<file path="src/rtl/rf_wb_arbiter_pkg.sv">
// Shared definitions for the register-file writeback path.
//   XLEN / RAW / NREGS : data width, register address width, register count
//   NREQ               : number of writeback producers
//   REQ_ALU/LSU/MDU    : fixed requester slot indices
//   reg_mask()         : one-hot mask selecting a single register
package rf_pkg;

    localparam int XLEN    = 32;
    localparam int RAW     = 5;
    localparam int NREGS   = 32;
    localparam int NREQ    = 3;

    localparam int REQ_ALU = 0;
    localparam int REQ_LSU = 1;
    localparam int REQ_MDU = 2;

    // One-hot register mask; used for scoreboard set/clear.
    function automatic logic [NREGS-1:0] reg_mask(input logic [RAW-1:0] r);
        logic [NREGS-1:0] m;
        m    = {NREGS{1'b0}};
        m[r] = 1'b1;
        return m;
    endfunction

endpackage

</file>
<file path="src/rtl/rf_wb_arbiter_rr_arbiter.sv">
// Round-robin arbiter with an internal priority pointer.
//   clk_i, rst_ni : clock, asynchronous active-low reset
//   req_i         : per-requester request lines
//   gnt_o         : one-hot grant (combinational), all-zero during reset
//   sel_o         : index of the granted requester
//   valid_o       : a grant is being issued this cycle
// The search starts at the pointer and wraps; after a grant the pointer moves
// just past the winner. Since a grant is only given to an active request,
// any grant is a transfer.
module rr_arbiter #(
    parameter  int N  = 3,
    localparam int PW = (N > 1) ? $clog2(N) : 1
) (
    input  logic         clk_i,
    input  logic         rst_ni,
    input  logic [N-1:0] req_i,
    output logic [N-1:0] gnt_o,
    output logic [PW-1:0] sel_o,
    output logic         valid_o
);

    logic [PW-1:0] ptr_q;
    logic [PW-1:0] ptr_d;
    logic [N-1:0]  gnt_s;
    logic [PW-1:0] sel_s;
    logic          found_s;
    logic [PW-1:0] idx_s;
    logic          hit_s;
    int            sum_s;

    // Priority search from the pointer upward, modulo N.
    always_comb begin
        gnt_s   = {N{1'b0}};
        sel_s   = {PW{1'b0}};
        found_s = 1'b0;
        idx_s   = {PW{1'b0}};
        hit_s   = 1'b0;
        sum_s   = 0;
        for (int k = 0; k < N; k++) begin
            sum_s        = int'(ptr_q) + k;
            idx_s        = (sum_s >= N) ? PW'(sum_s - N) : PW'(sum_s);
            hit_s        = ~found_s & req_i[idx_s];
            gnt_s[idx_s] = gnt_s[idx_s] | hit_s;
            sel_s        = hit_s ? idx_s : sel_s;
            found_s      = found_s | hit_s;
        end
    end

    // Grant is suppressed while reset is asserted, independent of the clock.
    always_comb begin
        gnt_o   = rst_ni ? gnt_s : {N{1'b0}};
        sel_o   = sel_s;
        valid_o = |gnt_o;
    end

    // Next pointer: one past the winner, otherwise hold.
    always_comb begin
        ptr_d = valid_o ? ((sel_s == PW'(N - 1)) ? {PW{1'b0}} : sel_s + PW'(1)) : ptr_q;
    end

    // Pointer register.
    always_ff @(posedge clk_i or negedge rst_ni) begin
        if (!rst_ni) begin
            ptr_q <= {PW{1'b0}};
        end else begin
            ptr_q <= ptr_d;
        end
    end

endmodule

</file>
<file path="src/rtl/rf_wb_arbiter.sv">
// Writeback arbiter and scoreboard for the register file's single write port.
//   CLK, RSTN              : clock, asynchronous active-low reset
//   REQ_V/REQ_RD/REQ_D     : per-producer writeback request (packed by index)
//   REQ_RDY                : one-hot grant, combinational
//   WE/AW/D                : registered register-file write port
//   ISSUE_V/ISSUE_RD       : instruction being issued and its destination
//   RS1/RS2                : its source registers
//   HAZARD                 : any source or destination still pending
//   BUSY                   : pending-destination scoreboard, bit 0 always 0
module rf_wb_arbiter
    import rf_pkg::*;
#(
    parameter int NREQ_P = NREQ,
    parameter int XLEN_P = XLEN,
    parameter int RAW_P  = RAW
) (
    input  logic                     CLK,
    input  logic                     RSTN,
    input  logic [NREQ_P-1:0]        REQ_V,
    input  logic [NREQ_P*RAW_P-1:0]  REQ_RD,
    input  logic [NREQ_P*XLEN_P-1:0] REQ_D,
    output logic [NREQ_P-1:0]        REQ_RDY,
    output logic                     WE,
    output logic [RAW_P-1:0]         AW,
    output logic [XLEN_P-1:0]        D,
    input  logic                     ISSUE_V,
    input  logic [RAW_P-1:0]         ISSUE_RD,
    input  logic [RAW_P-1:0]         RS1,
    input  logic [RAW_P-1:0]         RS2,
    output logic                     HAZARD,
    output logic [NREGS-1:0]         BUSY
);

    localparam int PW = (NREQ_P > 1) ? $clog2(NREQ_P) : 1;

    logic [NREQ_P-1:0] gnt_s;
    logic [PW-1:0]     sel_s;
    logic              xfer_s;
    logic [RAW_P-1:0]  rd_s;
    logic [XLEN_P-1:0] data_s;

    logic              we_q;
    logic              we_d;
    logic [RAW_P-1:0]  aw_q;
    logic [RAW_P-1:0]  aw_d;
    logic [XLEN_P-1:0] d_q;
    logic [XLEN_P-1:0] d_d;

    logic [NREGS-1:0]  busy_q;
    logic [NREGS-1:0]  busy_d;
    logic [NREGS-1:0]  set_mask_s;
    logic [NREGS-1:0]  clr_mask_s;
    logic              hazard_s;
    logic              issue_ok_s;

    rr_arbiter #(
        .N (NREQ_P)
    ) u_rr (
        .clk_i   (CLK),
        .rst_ni  (RSTN),
        .req_i   (REQ_V),
        .gnt_o   (gnt_s),
        .sel_o   (sel_s),
        .valid_o (xfer_s)
    );

    // Select the winning requester's destination and data.
    always_comb begin
        rd_s   = REQ_RD[int'(sel_s)*RAW_P +: RAW_P];
        data_s = REQ_D[int'(sel_s)*XLEN_P +: XLEN_P];
    end

    // Write-port next state: x0 writes are granted but never enable the port.
    always_comb begin
        we_d = xfer_s & (rd_s != {RAW_P{1'b0}});
        aw_d = xfer_s ? rd_s : aw_q;
        d_d  = xfer_s ? data_s : d_q;
    end

    // Write-port registers.
    always_ff @(posedge CLK or negedge RSTN) begin
        if (!RSTN) begin
            we_q <= 1'b0;
            aw_q <= {RAW_P{1'b0}};
            d_q  <= {XLEN_P{1'b0}};
        end else begin
            we_q <= we_d;
            aw_q <= aw_d;
            d_q  <= d_d;
        end
    end

    // Hazard covers sources and the destination (WAW keeps retirement in order).
    always_comb begin
        hazard_s   = busy_q[RS1] | busy_q[RS2] | busy_q[ISSUE_RD];
        issue_ok_s = ISSUE_V & ~hazard_s & (ISSUE_RD != {RAW_P{1'b0}});
    end

    // Scoreboard next state: clear the register being committed, then apply
    // the issue set so a same-edge set/clear leaves the register busy.
    always_comb begin
        clr_mask_s = we_q ? reg_mask(aw_q) : {NREGS{1'b0}};
        set_mask_s = issue_ok_s ? reg_mask(ISSUE_RD) : {NREGS{1'b0}};
        busy_d     = ((busy_q & ~clr_mask_s) | set_mask_s) & ~{{(NREGS-1){1'b0}}, 1'b1};
    end

    // Scoreboard register.
    always_ff @(posedge CLK or negedge RSTN) begin
        if (!RSTN) begin
            busy_q <= {NREGS{1'b0}};
        end else begin
            busy_q <= busy_d;
        end
    end

    // Output drive.
    always_comb begin
        REQ_RDY = gnt_s;
        WE      = we_q;
        AW      = aw_q;
        D       = d_q;
        HAZARD  = hazard_s;
        BUSY    = busy_q;
    end

endmodule

</file>
<file path="config.mk">
export PLATFORM = sky130hd
export DESIGN_NAME = rf_wb_arbiter
export DESIGN_NICKNAME = d
export VERILOG_FILES = /design/src/rtl/rf_wb_arbiter_pkg.sv /design/src/rtl/rf_wb_arbiter_rr_arbiter.sv /design/src/rtl/rf_wb_arbiter.sv
export SDC_FILE = /design/constraint.sdc
export NUM_CORES = 1
export LEC_CHECK = 0
export CORE_AREA = 5 5 109 111
export DETAILED_ROUTE_END_ITERATION = 10
export DIE_AREA = 0 0 114 116
export GPL_TIMING_DRIVEN = 1
export PLACE_DENSITY = 0.81
export SKIP_CTS_REPAIR_TIMING = 1
export SYNTH_ARGS = -nofsm -noshare
export SYNTH_HDL_FRONTEND = slang
export SYNTH_SLANG_ARGS = --single-unit
</file>
<file path="constraint.sdc">
create_clock -name CLK -period 3.6 [get_ports CLK]
set_input_delay 0.36 -clock CLK [delete_from_list [all_inputs] [get_ports CLK]]
set_output_delay 0.36 -clock CLK [all_outputs]
set_load 0.02 [all_outputs]
</file>
==> metrics.cfg, run 1 <==
[worst_setup_path]
cp.required_ps = 3240
critPathKind = in2out
cp_max_fo = 13
crit_path_top_delay_cell = clkdlybuf4s50_1
endpoint_kind = primary output
reg2regPathDepth = 8
cp.arrival_ps = 2940
cp-start-kind = input port
r2r-start = BUSY[6]
path_cells = clkdlybuf4s50_1, buf_12, mux4_2, a32o_1, or4_4, a2111oi_4, inv_1, dlymetal6s2s_1
r2r_slack_ps = 790
slowest_delay_ps = 510
timing.rr.end = BUSY[29]

[place]
place_inst = 789
gp_congestion = 0.919
port_buffers = 204
dp.final_hpwl_um = 12500
place_ws_ps = -22.5

[routing]
viasPerCell = 5.96
wirelength_um = 16500
num_vias = 4800
ant_nets = 0
drt_iter0_drc = 364
route.detailed.drc = 0
first_pass_iters = 5
drt-wirelength-per-cell_um = 20.5

[floorplanning]
dieArea_mm2 = 0.0132
initial_core_util = 0.415
die_x_um = 114
rows = 38
core-area_mm2 = 0.0107
ios = 206
fp.dieH_um = 116

[timing]
fin_ws_ps = 301
hold_viol = 0
fin_crit_ps = 3300
tightest_slew_ps = 863
timing.final.max_slew_violations = 0
slew_headroom = 0.425
finalClockSkew_ps = 11.9
setup_violations = 0
rsz0062_at_grt = no
max_freq_mhz = 303
post-route-period-util = 0.916

[global_route]
track_usage = 0.251
grt_max_degree = 80
grt_pass1_vias = 4965
antenna_found_initial = 0
grt_pass1_wl_um = 26000
grt_overflow_total = 0

[finish]
nets = 796
final_common_cell = clkdlybuf4s50_1
areaGrowthSynthToFinish_pct = 53.7
drive_gt1_frac = 0.104
layout.cells.non_filler = 806
final_cell_mix = clkdlybuf4s50_1 (202), dfrtp_1 (71), nor2_1 (45), o21ai_0 (44), nand2_1 (44)
final_util = 0.638
num_antenna_cells = 0

[power_and_ir_drop]
p_total_mw = 6.00
p_per_area_mw_per_mm2 = 880
ir_drop_uv = 498
power.leakage_nw = 2.58

[clock_tree]
h-tree-depth = 3
cts_root_buffer = clkbuf_8
cts_sinks = 71
cts_buffers = 9
tritoncts = done
clockBufferDepth = 2
path_clk_slew_ps = 90
clock_latency_ps = 350

[synthesis]
synth_warnings = 0
synth_edf_count = 0
synth_seq_area_share = 0.400
synthDistinctLibCells = 51
ys.flop_type = dfrtp_1
async_flop_share = 1.00
synth_area_per_cell_um2 = 9.40
syn_inst = 472
synth.net_count = 607
synth-seq-cells = 71
synth_area_mm2 = 0.00444

[worst_hold_path]
hold_path_class = in2async

[flow_run]
drv_cap = 0

[run_status]
status = finished, final reports clean

## Yosys cell counts (all sizes together), types with 3 or more instances
| master | number | area share |
|---|---|---|
| nor2b | 7 | 0.0099 |
| or3 | 3 | 0.0042 |
| mux4 | 20 | 0.10 |
| nand2 | 45 | 0.039 |
| buf | 7 | 0.0087 |
| o21ai | 68 | 0.077 |
| ha | 3 | 0.0085 |
| dfrtp | 71 | 0.40 |
| a31oi | 35 | 0.049 |
| nor3b | 4 | 0.0068 |
| o211ai | 5 | 0.0085 |
| a22oi | 34 | 0.058 |
| inv | 11 | 0.0093 |
| nand3b | 8 | 0.014 |
| nor2 | 46 | 0.039 |
| mux2i | 10 | 0.023 |
| a22o | 6 | 0.012 |
| a21oi | 9 | 0.010 |
| nand2b | 4 | 0.0056 |
| nand3 | 7 | 0.0079 |
| or3b | 3 | 0.0059 |
| mux2 | 4 | 0.010 |
| clkbuf | 33 | 0.028 |
## critical path: cells and delay by family
family / cells / cell delay (ps)
buf+inv: 4 / 950
compound gates: 2 / 610
mux: 1 / 510
simple gates: 1 / 500
## kinds of logic after synthesis
kind of cell / after synthesis / share of synthesized area
muxes: 34 / 0.134
DFF: 71 / 0.400
buffers and inverters: 51 / 0.0460
AOI/OAI and AO/OA: 174 / 0.251
and+or+nand+nor: 138 / 0.160
other: 1 / 0.000845
adders and majority gates: 3 / 0.00846
## metrics by stage
stage	TNS (ps)	area (um2)	hold WS, ps
after CTS	-29.3	6810	-217
after detailed placement	-22.5	6640	176
after global placement	0	6640	177
after global routing	0	6820	360
final	0	6820	374
after floorplan	0	4440	64.4
## power by group
part	internal, mW	leakage [nW]	switching, mW	total [mW]
Sequential	1.22	0.781	0.498	1.72
Combinational	1.71	1.72	2.01	3.72
Clock	0.249	0.0776	0.315	0.564
Total	3.18	2.58	2.83	6.00
## final cells by class
| class | instances | area, um2 |
|---|---|---|
| fill | 881 | 3870 |
| multi-input combinational | 350 | 2480 |
| timing repair buffer | 218 | 2170 |
| sequential | 71 | 1780 |
| tap | 140 | 175 |
| clock buffer | 9 | 124 |
| clock inverter | 7 | 48.8 |
| inverter | 11 | 41.3 |
## worst max path at each step
stage / slack [ps] / end / start / depth (start not counted)
2_1_floorplan: 530 / HAZARD / RS2[0] / 7
3_3_place_gp: 40 / HAZARD / ISSUE_RD[0] / 8
3_5_place_dp: -20 / HAZARD / ISSUE_RD[0] / 8
4_1_cts: -30 / HAZARD / ISSUE_RD[0] / 8
5_1_grt: 170 / REQ_RDY[0] / u_rr.ptr_q[0] / 7
6_report: 300 / HAZARD / ISSUE_RD[0] / 8
## flip-flops by register name, summed over array words and instances, names as in the netlist
signal,flops
AW,5
BUSY,31
D,32
WE,1
u_rr.ptr_q,2
## layer usage
metal  global-route usage  wire [um]
met1                0.304       6130
met2                0.408       7930
met3               0.0893       1990
met4                0.105        496
met5                    0          0
Power figures use the tool's default switching activity.
==> run 2, diff against run 1 <==
CAP_MARGIN = 20   (was unset)
CORE_AREA = 5 5 84 144   (was 5 5 109 111)
DIE_AREA = 0 0 89 149   (was 0 0 114 116)
PLACE_DENSITY = 0.8   (was 0.81)
==> metrics.cfg, run 2 (same netlist as run 1, synthesis figures left out) <==
[run_status]
status = finished, final reports clean

[clock_tree]
clockBufferDepth = 2
cts_sinks = 71
clock_latency_ps = 330
path_clk_slew_ps = 50
cts_root_buffer = clkbuf_16
cts_buffers = 9
h-tree-depth = 3
tritoncts = done

[floorplanning]
initial_core_util = 0.415
ios = 206
core-area_mm2 = 0.0107
die_x_um = 89
dieArea_mm2 = 0.0133
rows = 50
fp.dieH_um = 149

[routing]
drt-wirelength-per-cell_um = 21.7
ant_nets = 0
num_vias = 4745
wirelength_um = 17300
first_pass_iters = 7
viasPerCell = 5.96
route.detailed.drc = 0
drt_iter0_drc = 209

[global_route]
grt_overflow_total = 0
grt_pass1_vias = 4929
grt_pass1_wl_um = 26000
antenna_found_initial = 0
grt_max_degree = 65
track_usage = 0.261

[worst_setup_path]
cp.arrival_ps = 2900
critPathKind = in2out
r2r_slack_ps = 760
path_cells = clkdlybuf4s50_1, buf_12, mux4_2, a22oi_1, o211ai_1, or4_4, a2111oi_4, inv_1, dlymetal6s2s_1
crit_end = HAZARD
timing.rr.end = D[0]
crit_family = buffers and inverters
r2r-start = u_rr.ptr_q[0]
crit_path_top_delay_cell = clkdlybuf4s50_1
slowest_delay_ps = 520
cp.depth = 9
endpoint_kind = primary output
cp_max_fo = 13
cp-start-kind = input port
reg2regPathDepth = 9
crit_buf_inv = 4
cp.required_ps = 3240
worstSetupStartpoint = ISSUE_RD[0]

[finish]
final_util = 0.651
largest_register_ffs = 32
nets = 796
final_cell_area_mm2 = 0.00697
final_common_cell = clkdlybuf4s50_1
drive_gt1_frac = 0.102
areaGrowthSynthToFinish_pct = 57.0
num_antenna_cells = 0
final_cell_mix = clkdlybuf4s50_1 (202), dfrtp_1 (71), nor2_1 (45), o21ai_0 (44), nand2_1 (44)

[timing]
rsz0062_at_grt = no
fin_crit_ps = 3260
max_freq_mhz = 307
timing.final.max_slew_violations = 0
tightest_slew_ps = 894
slew_headroom = 0.402
setup_violations = 0
finalClockSkew_ps = 7.14
hold_viol = 0
post-route-period-util = 0.904

[flow_run]
drv_cap = 0

[power_and_ir_drop]
p_per_area_mw_per_mm2 = 915
ir_drop_uv = 457
power.leakage_nw = 2.65
p_total_mw = 6.37

[place]
port_buffers = 204
gp_congestion = 1.08
dp.final_hpwl_um = 13900
dpl_cell_area_mm2 = 0.00663

[worst_hold_path]
hold_path_class = in2async

-- run 2: power by group --
part	internal [mW]	leakage (nW)	switching [mW]
clock network	0.625	0.156	0.328
logic	1.71	1.72	2.01
registers	1.22	0.781	0.481
-- run 2: worst reg2reg max path, cell delays in order, from the launching register on --
cell       delay, ps
dfrtp_1          370
inv_1             70
ha_1             420
nand2_1           70
a2111oi_0        540
o21bai_4         500
nor2_2           190
buf_4            310
nand2_1          130
a31oi_1          100
-- run 2: area by class of cell --
cell class / count / area [um2]
Timing Repair Buffer: 218 / 2170
Sequential cell: 71 / 1780
Clock buffer: 11 / 243
Tap cell: 130 / 163
Fill cell: 877 / 3730
Clock inverter: 5 / 81.3
Multi-Input combinational cell: 350 / 2490
Inverter: 11 / 41.3
-- run 2: worst min path at each step --
stage,depth (start not counted),start,end
after CTS,1,RSTN,D[16]
final,2,RSTN,u_rr.ptr_q[0]
after global routing,2,RSTN,D[16]
after floorplan,0,RSTN,AW[0]
after detailed placement,1,RSTN,D[16]
after global placement,1,RSTN,D[14]
-- run 2: layer usage --
layer,part of all wire,routed length (um),up-vias,track usage
met1,0.33,5650,2230,0.271
li1,-,-,2151,-
met5,0,0,-,0
met3,0.11,1820,55,0.0746
met2,0.52,8940,309,0.454
met4,0.049,847,0,0.151
-- run 2: stage by stage --
stage	TNS (ps)	instances	hold WS, ps	setup WS, ps
CTS	-7.33	795	-52.1	-7.33
floorplan	0	472	64.4	531
global placement	0	779	294	10.7
detailed placement	0	779	300	8.15
global route	0	796	543	229
finish	0	796	506	345
